File: src/rtl/data_mem_port_if.sv
// ---------------------------------------------------------------------------
// data_mem_port_if
//
// Bundles the pipeline-side request/response signals and the byte-wide
// memory-side signals of data_mem_port.
//
// Ports (signals):
//   Start, MemRead, MemWrite, MemHalf, MemUnsigned  request strobe and kind
//   Address, StoreData                              request address/data
//   ReadData, Busy, Done, AlignErr                  response to the pipeline
//   MemAddr, MemRE, MemWE, MemWData                 memory command
//   MemRData                                        memory read byte
//
// Modports:
//   slave  : the access sequencer itself
//   master : its environment (pipeline plus the data memory)
// ---------------------------------------------------------------------------
interface data_mem_port_if #(
   parameter int ADDR_WIDTH = 16
);
   logic                  Start;
   logic                  MemRead;
   logic                  MemWrite;
   logic                  MemHalf;
   logic                  MemUnsigned;
   logic [ADDR_WIDTH-1:0] Address;
   logic [ADDR_WIDTH-1:0] StoreData;
   logic [ADDR_WIDTH-1:0] ReadData;
   logic                  Busy;
   logic                  Done;
   logic                  AlignErr;
   logic [ADDR_WIDTH-1:0] MemAddr;
   logic                  MemRE;
   logic                  MemWE;
   logic [7:0]            MemWData;
   logic [7:0]            MemRData;

   modport slave (
      input  Start, MemRead, MemWrite, MemHalf, MemUnsigned, Address, StoreData,
      input  MemRData,
      output ReadData, Busy, Done, AlignErr,
      output MemAddr, MemRE, MemWE, MemWData
   );

   modport master (
      output Start, MemRead, MemWrite, MemHalf, MemUnsigned, Address, StoreData,
      output MemRData,
      input  ReadData, Busy, Done, AlignErr,
      input  MemAddr, MemRE, MemWE, MemWData
   );
endinterface

File: src/rtl/data_mem_port.sv
// ---------------------------------------------------------------------------
// data_mem_port
//
// Load/store access sequencer between the EX-stage memory controls and a
// byte-wide synchronous data memory. Halfword accesses are split into two
// little-endian byte cycles (A, then A+1 with wrap); byte loads are sign- or
// zero-extended. The pipeline stalls on Busy and resumes on the Done pulse.
//
// Ports:
//   clk    system clock, all state on the rising edge
//   rst_n  asynchronous active-low reset
//   bus    data_mem_port_if.slave (request, response and memory signals)
//
// Optional feature macro: ALIGN_TRAP_EN
//   defined   : odd-address halfwords skip the memory and pulse AlignErr
//   undefined : odd-address halfwords run normally, AlignErr tied to 0
//
// Halfword data assembly assumes ADDR_WIDTH >= 16.
// ---------------------------------------------------------------------------
module data_mem_port #(
   parameter int ADDR_WIDTH = 16
) (
   input  logic           clk,
   input  logic           rst_n,
   data_mem_port_if.slave bus
);

   typedef enum logic [1:0] {IDLE, ISSUE0, ISSUE1, FINISH} state_t;

   state_t                state, state_next;

   logic [ADDR_WIDTH-1:0] addr_q;
   logic [7:0]            data_hi_q;
   logic                  load_q, store_q, half_q, unsigned_q;
   logic [7:0]            byte0_q;

   logic [ADDR_WIDTH-1:0] mem_addr_q, mem_addr_next;
   logic                  mem_re_q, mem_re_next;
   logic                  mem_we_q, mem_we_next;
   logic [7:0]            mem_wdata_q, mem_wdata_next;
   logic [ADDR_WIDTH-1:0] read_data_q;
   logic                  done_q;

   logic                  accept, req_load, req_store, req_trap, finish_load;
   logic [15:0]           load_word;

   // A load takes priority when both MemRead and MemWrite are raised.
   assign req_load  = bus.MemRead;
   assign req_store = bus.MemWrite & ~bus.MemRead;
   assign accept    = (state == IDLE) && bus.Start && (bus.MemRead || bus.MemWrite);

`ifdef ALIGN_TRAP_EN
   logic trap_q;
   logic align_err_q;

   assign req_trap    = bus.MemHalf & bus.Address[0];
   assign finish_load = load_q & ~trap_q;
`else
   assign req_trap    = 1'b0;
   assign finish_load = load_q;
`endif

   // State register.
   always_ff @(posedge clk or negedge rst_n) begin
      if (!rst_n) state <= IDLE;
      else        state <= state_next;
   end

   // Next state plus the next memory command. The command is registered so
   // the memory sees it in the cycle the FSM spends in ISSUE0/ISSUE1.
   always_comb begin
      state_next     = state;
      mem_addr_next  = mem_addr_q;
      mem_re_next    = 1'b0;
      mem_we_next    = 1'b0;
      mem_wdata_next = mem_wdata_q;
      case (state)
         IDLE: begin
            if (accept) begin
               if (req_trap) begin
                  state_next = FINISH;
               end else begin
                  state_next     = ISSUE0;
                  mem_addr_next  = bus.Address;
                  mem_re_next    = req_load;
                  mem_we_next    = req_store;
                  mem_wdata_next = bus.StoreData[7:0];
               end
            end
         end
         ISSUE0: begin
            if (half_q) begin
               state_next     = ISSUE1;
               mem_addr_next  = addr_q + ADDR_WIDTH'(1);
               mem_re_next    = load_q;
               mem_we_next    = store_q;
               mem_wdata_next = data_hi_q;
            end else begin
               state_next = FINISH;
            end
         end
         ISSUE1:  state_next = FINISH;
         FINISH:  state_next = IDLE;
         default: state_next = IDLE;
      endcase
   end

   // Final load value, formed in FINISH while the last read byte is on MemRData.
   always_comb begin
      if (half_q)          load_word = {bus.MemRData, byte0_q};
      else if (unsigned_q) load_word = {8'h00, bus.MemRData};
      else                 load_word = {{8{bus.MemRData[7]}}, bus.MemRData};
   end

   // Request latch, memory command register, low-byte capture and response.
   always_ff @(posedge clk or negedge rst_n) begin
      if (!rst_n) begin
         addr_q      <= '0;
         data_hi_q   <= '0;
         load_q      <= 1'b0;
         store_q     <= 1'b0;
         half_q      <= 1'b0;
         unsigned_q  <= 1'b0;
         byte0_q     <= '0;
         mem_addr_q  <= '0;
         mem_re_q    <= 1'b0;
         mem_we_q    <= 1'b0;
         mem_wdata_q <= '0;
         read_data_q <= '0;
         done_q      <= 1'b0;
      end else begin
         if (accept) begin
            addr_q     <= bus.Address;
            data_hi_q  <= bus.StoreData[15:8];
            load_q     <= req_load;
            store_q    <= req_store;
            half_q     <= bus.MemHalf;
            unsigned_q <= bus.MemUnsigned;
         end
         if (state == ISSUE1) byte0_q <= bus.MemRData;
         mem_addr_q  <= mem_addr_next;
         mem_re_q    <= mem_re_next;
         mem_we_q    <= mem_we_next;
         mem_wdata_q <= mem_wdata_next;
         if (state == FINISH && finish_load) read_data_q <= ADDR_WIDTH'(load_word);
         done_q <= (state == FINISH);
      end
   end

`ifdef ALIGN_TRAP_EN
   // Trap flag for the current access and the AlignErr pulse aligned with Done.
   always_ff @(posedge clk or negedge rst_n) begin
      if (!rst_n) begin
         trap_q      <= 1'b0;
         align_err_q <= 1'b0;
      end else begin
         if (accept) trap_q <= req_trap;
         align_err_q <= (state == FINISH) && trap_q;
      end
   end

   assign bus.AlignErr = align_err_q;
`else
   assign bus.AlignErr = 1'b0;
`endif

   assign bus.Busy     = (state != IDLE);
   assign bus.Done     = done_q;
   assign bus.ReadData = read_data_q;
   assign bus.MemAddr  = mem_addr_q;
   assign bus.MemRE    = mem_re_q;
   assign bus.MemWE    = mem_we_q;
   assign bus.MemWData = mem_wdata_q;

endmodule
File: src/flat_wrapper.sv
// flat-port wrapper written by rule: the top's interface ports become plain ports
module data_mem_port_flat 
#(
   parameter int ADDR_WIDTH = 16
)
  (clk, rst_n, bus_Start, bus_MemRead, bus_MemWrite, bus_MemHalf, bus_MemUnsigned, bus_Address, bus_StoreData, bus_MemRData, bus_ReadData, bus_Busy, bus_Done, bus_AlignErr, bus_MemAddr, bus_MemRE, bus_MemWE, bus_MemWData);
  data_mem_port_if #(.ADDR_WIDTH(ADDR_WIDTH)) bus_i ();
  input  logic clk;
  input  logic rst_n;
  input wire logic [$bits(bus_i.Start)-1:0] bus_Start;
  input wire logic [$bits(bus_i.MemRead)-1:0] bus_MemRead;
  input wire logic [$bits(bus_i.MemWrite)-1:0] bus_MemWrite;
  input wire logic [$bits(bus_i.MemHalf)-1:0] bus_MemHalf;
  input wire logic [$bits(bus_i.MemUnsigned)-1:0] bus_MemUnsigned;
  input wire logic [$bits(bus_i.Address)-1:0] bus_Address;
  input wire logic [$bits(bus_i.StoreData)-1:0] bus_StoreData;
  input wire logic [$bits(bus_i.MemRData)-1:0] bus_MemRData;
  output wire logic [$bits(bus_i.ReadData)-1:0] bus_ReadData;
  output wire logic [$bits(bus_i.Busy)-1:0] bus_Busy;
  output wire logic [$bits(bus_i.Done)-1:0] bus_Done;
  output wire logic [$bits(bus_i.AlignErr)-1:0] bus_AlignErr;
  output wire logic [$bits(bus_i.MemAddr)-1:0] bus_MemAddr;
  output wire logic [$bits(bus_i.MemRE)-1:0] bus_MemRE;
  output wire logic [$bits(bus_i.MemWE)-1:0] bus_MemWE;
  output wire logic [$bits(bus_i.MemWData)-1:0] bus_MemWData;
  assign bus_i.Start = bus_Start;
  assign bus_i.MemRead = bus_MemRead;
  assign bus_i.MemWrite = bus_MemWrite;
  assign bus_i.MemHalf = bus_MemHalf;
  assign bus_i.MemUnsigned = bus_MemUnsigned;
  assign bus_i.Address = bus_Address;
  assign bus_i.StoreData = bus_StoreData;
  assign bus_i.MemRData = bus_MemRData;
  assign bus_ReadData = bus_i.ReadData;
  assign bus_Busy = bus_i.Busy;
  assign bus_Done = bus_i.Done;
  assign bus_AlignErr = bus_i.AlignErr;
  assign bus_MemAddr = bus_i.MemAddr;
  assign bus_MemRE = bus_i.MemRE;
  assign bus_MemWE = bus_i.MemWE;
  assign bus_MemWData = bus_i.MemWData;
  data_mem_port #(.ADDR_WIDTH(ADDR_WIDTH)) u_core (.clk(clk), .rst_n(rst_n), .bus(bus_i));
endmodule
File: config.mk
export PLATFORM = sky130hd
export DESIGN_NAME = data_mem_port_flat
export DESIGN_NICKNAME = d
export VERILOG_FILES = /design/src/rtl/data_mem_port_if.sv /design/src/rtl/data_mem_port.sv /design/src/flat_wrapper.sv
export SDC_FILE = /design/constraint.sdc
export NUM_CORES = 1
export LEC_CHECK = 0
export ABC_AREA = 1
export ABC_CLOCK_PERIOD_IN_PS = 1400
export BUFFER_PORTS_ARGS = -buffer_cell sky130_fd_sc_hd__clkbuf_2
export CAP_MARGIN = 15
export CORE_MARGIN = 4
export CORE_UTILIZATION = 48
export DETAILED_ROUTE_END_ITERATION = 16
export HOLD_SLACK_MARGIN = 0.08
export PLACE_DENSITY = 0.75
export SYNTH_ARGS = -nofsm -noshare
export SYNTH_HDL_FRONTEND = slang
export SYNTH_SLANG_ARGS = --single-unit
File: constraint.sdc
create_clock -name clk -period 1.4 [get_ports clk]
set_input_delay 0.42 -clock clk [delete_from_list [all_inputs] [get_ports clk]]
set_output_delay 0.42 -clock clk [all_outputs]
set_load 0.02 [all_outputs]
# Word-level counts from Yosys, hierarchy flattened
# Index checks and enable logic that the tools add are counted.
dict set report op_classes {
  bitwise_logic 2
  reduce_logical 8
  addsub 1
  mux 17
  n_eq_ne 5
}
# cell n
set op_table {}
lappend op_table {{16-bit two-way mux} 4}
lappend op_table {{16-bit case mux with 2 select lines} 1}
lappend op_table {{16-bit by 1-bit adder with 16-bit output (second input constant)} 1}
lappend op_table {{8-bit two-way mux} 2}
lappend op_table {{8-bit case mux with 2 select lines} 1}
lappend op_table {{2-bit case mux with 4 select lines} 1}
lappend op_table {{1-bit two-way mux} 5}
lappend op_table {{2-bit equality test (second input constant)} 2}
lappend op_table {{2-bit by 1-bit inequality test with 1-bit output (second input constant)} 2}
lappend op_table {{1-bit case mux with 2 select lines} 2}
lappend op_table {{2-bit nonzero test} 2}
lappend op_table {{1-bit logical AND} 3}
lappend op_table {{3-bit AND reduction} 1}
lappend op_table {{2-bit by 1-bit equality test with 1-bit output (second input constant)} 1}
lappend op_table {{2-bit zero test} 1}
lappend op_table {{2-bit two-way mux} 1}
lappend op_table {{1-bit bitwise AND} 1}
lappend op_table {{1-bit logical OR} 1}
lappend op_table {{1-bit inverter} 1}
dict set report totals {
  elab_cells 47
  regBits 81
  inputBits 47
  output_inout_bits 45
}

# Longest topological paths before layout
dict set report logic_depth {
  ltp_word 5
  depth_mapped 11
  ltp_nobuf 10
}

# Least setup slack after synthesis
# Ideal clock, no wire load.
dict set report synth_path {
  path_type {reg2reg}
  start {reg u_core.state[0]}
  end {reg u_core.mem_addr_q[1], in the netlist u_core.bus.MemAddr[1]}
  t_arrival_ps 1481
  path_slack_ps -147
  t_required_ps 1334
  setup_ps 66
  path_stages_with_launch 12
  synth_period_minus_slack_ps 1547
  path_buffers 1
  path_cell_list {dfrtp_1 -> inv_1 -> ha_1 -> nand2_1 -> inv_2 -> nand2_4 -> nand2_2 -> nand3_4 -> inv_2 -> buf_6 -> o211ai_1 -> nand2_1}
}
dict set report synth_via {
  elab_chain_len 5
  elab_cells_between_ends 9
  classes_between {eq/ne (3); mux (1); reduce/logical (5)}
}
# item line
set synth_rtl {}
lappend synth_rtl {{start, declared} data_mem_port.sv:30} ;# state_t state, state_next;
lappend synth_rtl {{start signal, assigned} data_mem_port.sv:66} ;# else state <= state_next;
lappend synth_rtl {{2-bit zero test} {data_mem_port.sv:50, data_mem_port.sv:77}}
lappend synth_rtl {{1-bit logical AND (2 in series)} data_mem_port.sv:50} ;# assign accept = (state == IDLE) && bus.Start && (bus.MemRead || bus.MemWrite);
lappend synth_rtl {{2-bit by 1-bit inequality test with 1-bit output (no source line)} --}
lappend synth_rtl {{3-bit AND reduction (no source line)} --}
lappend synth_rtl {{end signal, assigned} data_mem_port.sv:141} ;# mem_addr_q <= mem_addr_next;
lappend synth_rtl {{end, declared} data_mem_port.sv:37} ;# logic [ADDR_WIDTH-1:0] mem_addr_q, mem_addr_next;
# Several ways; a longest one is shown, not always the timed one.
# A chain may end at the register's enable or synchronous reset.

# Worst setup path after layout
dict set report layout_path {
  start {reg u_core.state[0]}
  end {reg u_core.mem_addr_q[4], in the netlist u_core.bus.MemAddr[4]}
}
# The elaborated chain is that of the path after synthesis.

==> metrics.yaml <==
cpMaxStageDelayCell: "dfrtp_1"
status: "finished, violations left"
synth_cell_types: 27
synth-seq-cells: 81
drc_errors: 0
area_growth_pct: 41.84
grt_pass1_vias: 3561
syn_inst: 462
synth_area_leaders: "dfrtp_1 52%, nand2_1 15%, a21oi_1 4.8%"
syn_area_um2: 3870
timing.rr.end: "u_core.bus.MemAddr[4]$_DFFE_PN0P_"
slew_viol_final: 0
yosysTopAreaCell: "dfrtp_1"
num_rows: 32
hold_buffers: 0
clock_latency_ps: 360
place_hpwl_um: 6736
grt_first_pass_wirelength_um: 17690
placedCellCount: 664
post-route-min-period_ps: 1601
seq_area_frac_synth: 0.5238
cp.required_ps: 1690
finClkSkew_ps: 15.03
setup_viol: 66
worstSetupStartpointType: "flop"
crit_arrival_ps: 1890
drt_iter0_drc: 273
crit_fanout: 7
cts_tree: "yes"
dr.pass1.iters: 5
grt-ovfl-total: 0
regToRegSetupSlack_ps: -200
finalNonFillerCells: 701
synth_top_area_frac: 0.5238
fp.dieH_um: 97.79
fmax_mhz: 624.7
cp-end-kind: "flop"
finalWeightedCongestion: 0.8823
final_common_cell: "nand2_1"
ios: 92
diodes: 0
port_buffers: 90
period_share: 1.143
path_class: "reg -> reg"
violations: "negative setup slack"
vias: 3735
viasPerCell: 5.328
clockBufferDepth: 2
ant_nets: 0
cts_num_sinks: 81
reg2regPathDepth: 12
ys_warn_count: 0
clk_pin_slew_worst_paths_ps: 90
antenna_found_initial: 0
dieArea_um2: 9563
grt_max_degree: 82
fin_nets: 647
cts-root-buf: "clkbuf_8"
rsz0062_at_grt: "true"
layout_common_cells: "124 x nand2_1, 87 x clkbuf_2, 81 x dfrtp_1"
track_usage: 0.2271
drive_gt1_frac: 0.4107
path_cells: "inv_2 > ha_4 > nand2_2 > inv_2 > nand2_4 > nand2_4 > nand3_4 > buf_12 > buf_12 > inv_12 > o211ai_1 > nand2_1"
cts_inserted_buffers: 9
core_um2: 7767
timing.rr.start: "u_core.state[0]$_DFFE_PN0P_"
power.density_cell_area_nw_per_um2: 2586
syn-mean-instance-area_um2: 8.377
max_stage_delay_ps: 420
fp.dieW_um: 97.79
cp_num_buf_inv: 5
hp-class: "in -> async"
htreeDepth: 3
wl_per_cell_um: 16.27
leakage_uw: 0.002780
maxCapViolCount: 0
initial_core_util: 0.4982
wl_um: 11400
preCtsSetupSlack_ps: -142.3
hold_violations: 0
critPathTopFamily: "buffers and inverters"
max-vdd-ir-drop_mv: 1.324
fin_ws_ps: -200.7
synth_nets: 515
[timing repair]
item,CTS,global route
pin swaps,11,8
buffers inserted,13,4
endpoints found under the setup margin,58,80
gates cloned,6,2
resized for setup,86,50
[power by group]
part	internal, uW	switching, uW
Clock	675	951
Sequential	3510	851
Combinational	3620	4590
Total	7800	6390
[Yosys cell counts (all sizes together)]
library cell / count
nor2: 27
a21oi: 43
nand4: 4
nand3: 16
or2: 8
xnor2: 3
mux2: 8
ha: 6
o21ai: 25
conb: 1
o211ai: 13
clkbuf: 12
a22o: 1
inv: 41
xor2: 3
buf: 9
dfrtp: 81
nand3b: 3
nand2: 158
[worst max path at each step]
stage	startpoint	cells past startpoint	endpoint
2_1_floorplan	u_core.state[1]$_DFFE_PN0P_	11	u_core.bus.MemAddr[1]$_DFFE_PN0P_
3_3_place_gp	u_core.state[1]$_DFFE_PN0P_	7	u_core.bus.MemWData[1]$_DFFE_PN0P_
3_5_place_dp	u_core.state[1]$_DFFE_PN0P_	7	u_core.bus.MemWData[5]$_DFFE_PN0P_
4_1_cts	u_core.state[0]$_DFFE_PN0P_	4	bus_Busy
5_1_grt	u_core.state[0]$_DFFE_PN0P_	12	u_core.bus.MemAddr[11]$_DFFE_PN0P_
6_report	u_core.state[0]$_DFFE_PN0P_	12	u_core.bus.MemAddr[4]$_DFFE_PN0P_
[metrics by stage]
step | area [um2] | power (uW) | TNS (ps) | utilization | hold WS [ps]
after CTS | 5288 | 13500 | -6415 | 0.6807 | 97.28
after global routing | 5489 | 15120 | -13010 | 0.7067 | 105.3
after floorplan | 3897 | 8202 | -842.3 | - | 124.4
final | 5489 | 14200 | -8238 | 0.7067 | 78.94
after global placement | 4649 | 10060 | -622.7 | 0.5986 | 455.7
after detailed placement | 4649 | 10270 | -3720 | 0.5986 | 460.0
[area by class of cell]
type / count / area (um2)
timing repair inverter: 1 / 16.27
clock inverter: 7 / 61.31
tap: 102 / 127.6
sequential: 81 / 2027
multi-input combinational: 319 / 1861
fill: 574 / 2278
clock buffer: 9 / 123.9
inverter: 41 / 187.7
timing repair buffer: 141 / 1085
[kinds of logic after synthesis]
kind of cell,count (synthesis),share of synthesized area
AOI/OAI and AO/OA,82,0.1212
xor gates and xnor gates,6,0.01358
adders and majority gates,6,0.01940
buffers and inverters,62,0.06660
DFF,81,0.5238
muxes,8,0.02328
other,1,0.0009690
and+or+nand+nor,216,0.2312
[registers in the layout, indices dropped and copies added (netlist names), 2 cells and up]
signal and flops:
u_core.state 2, u_core.data_hi_q 8, u_core.byte0_q 8, u_core.bus.MemWData 8
u_core.addr_q 16, u_core.bus.MemAddr 16, u_core.bus.ReadData 16
[routing by layer]
metal,share of wire,up-vias,global-route usage
met5,0,-,0
met4,0.032,0,0.08200
met3,0.071,35,0.05143
met2,0.47,180,0.3532
met1,0.43,1774,0.3140
li1,-,1746,-
(Power assumes the default switching activity.)
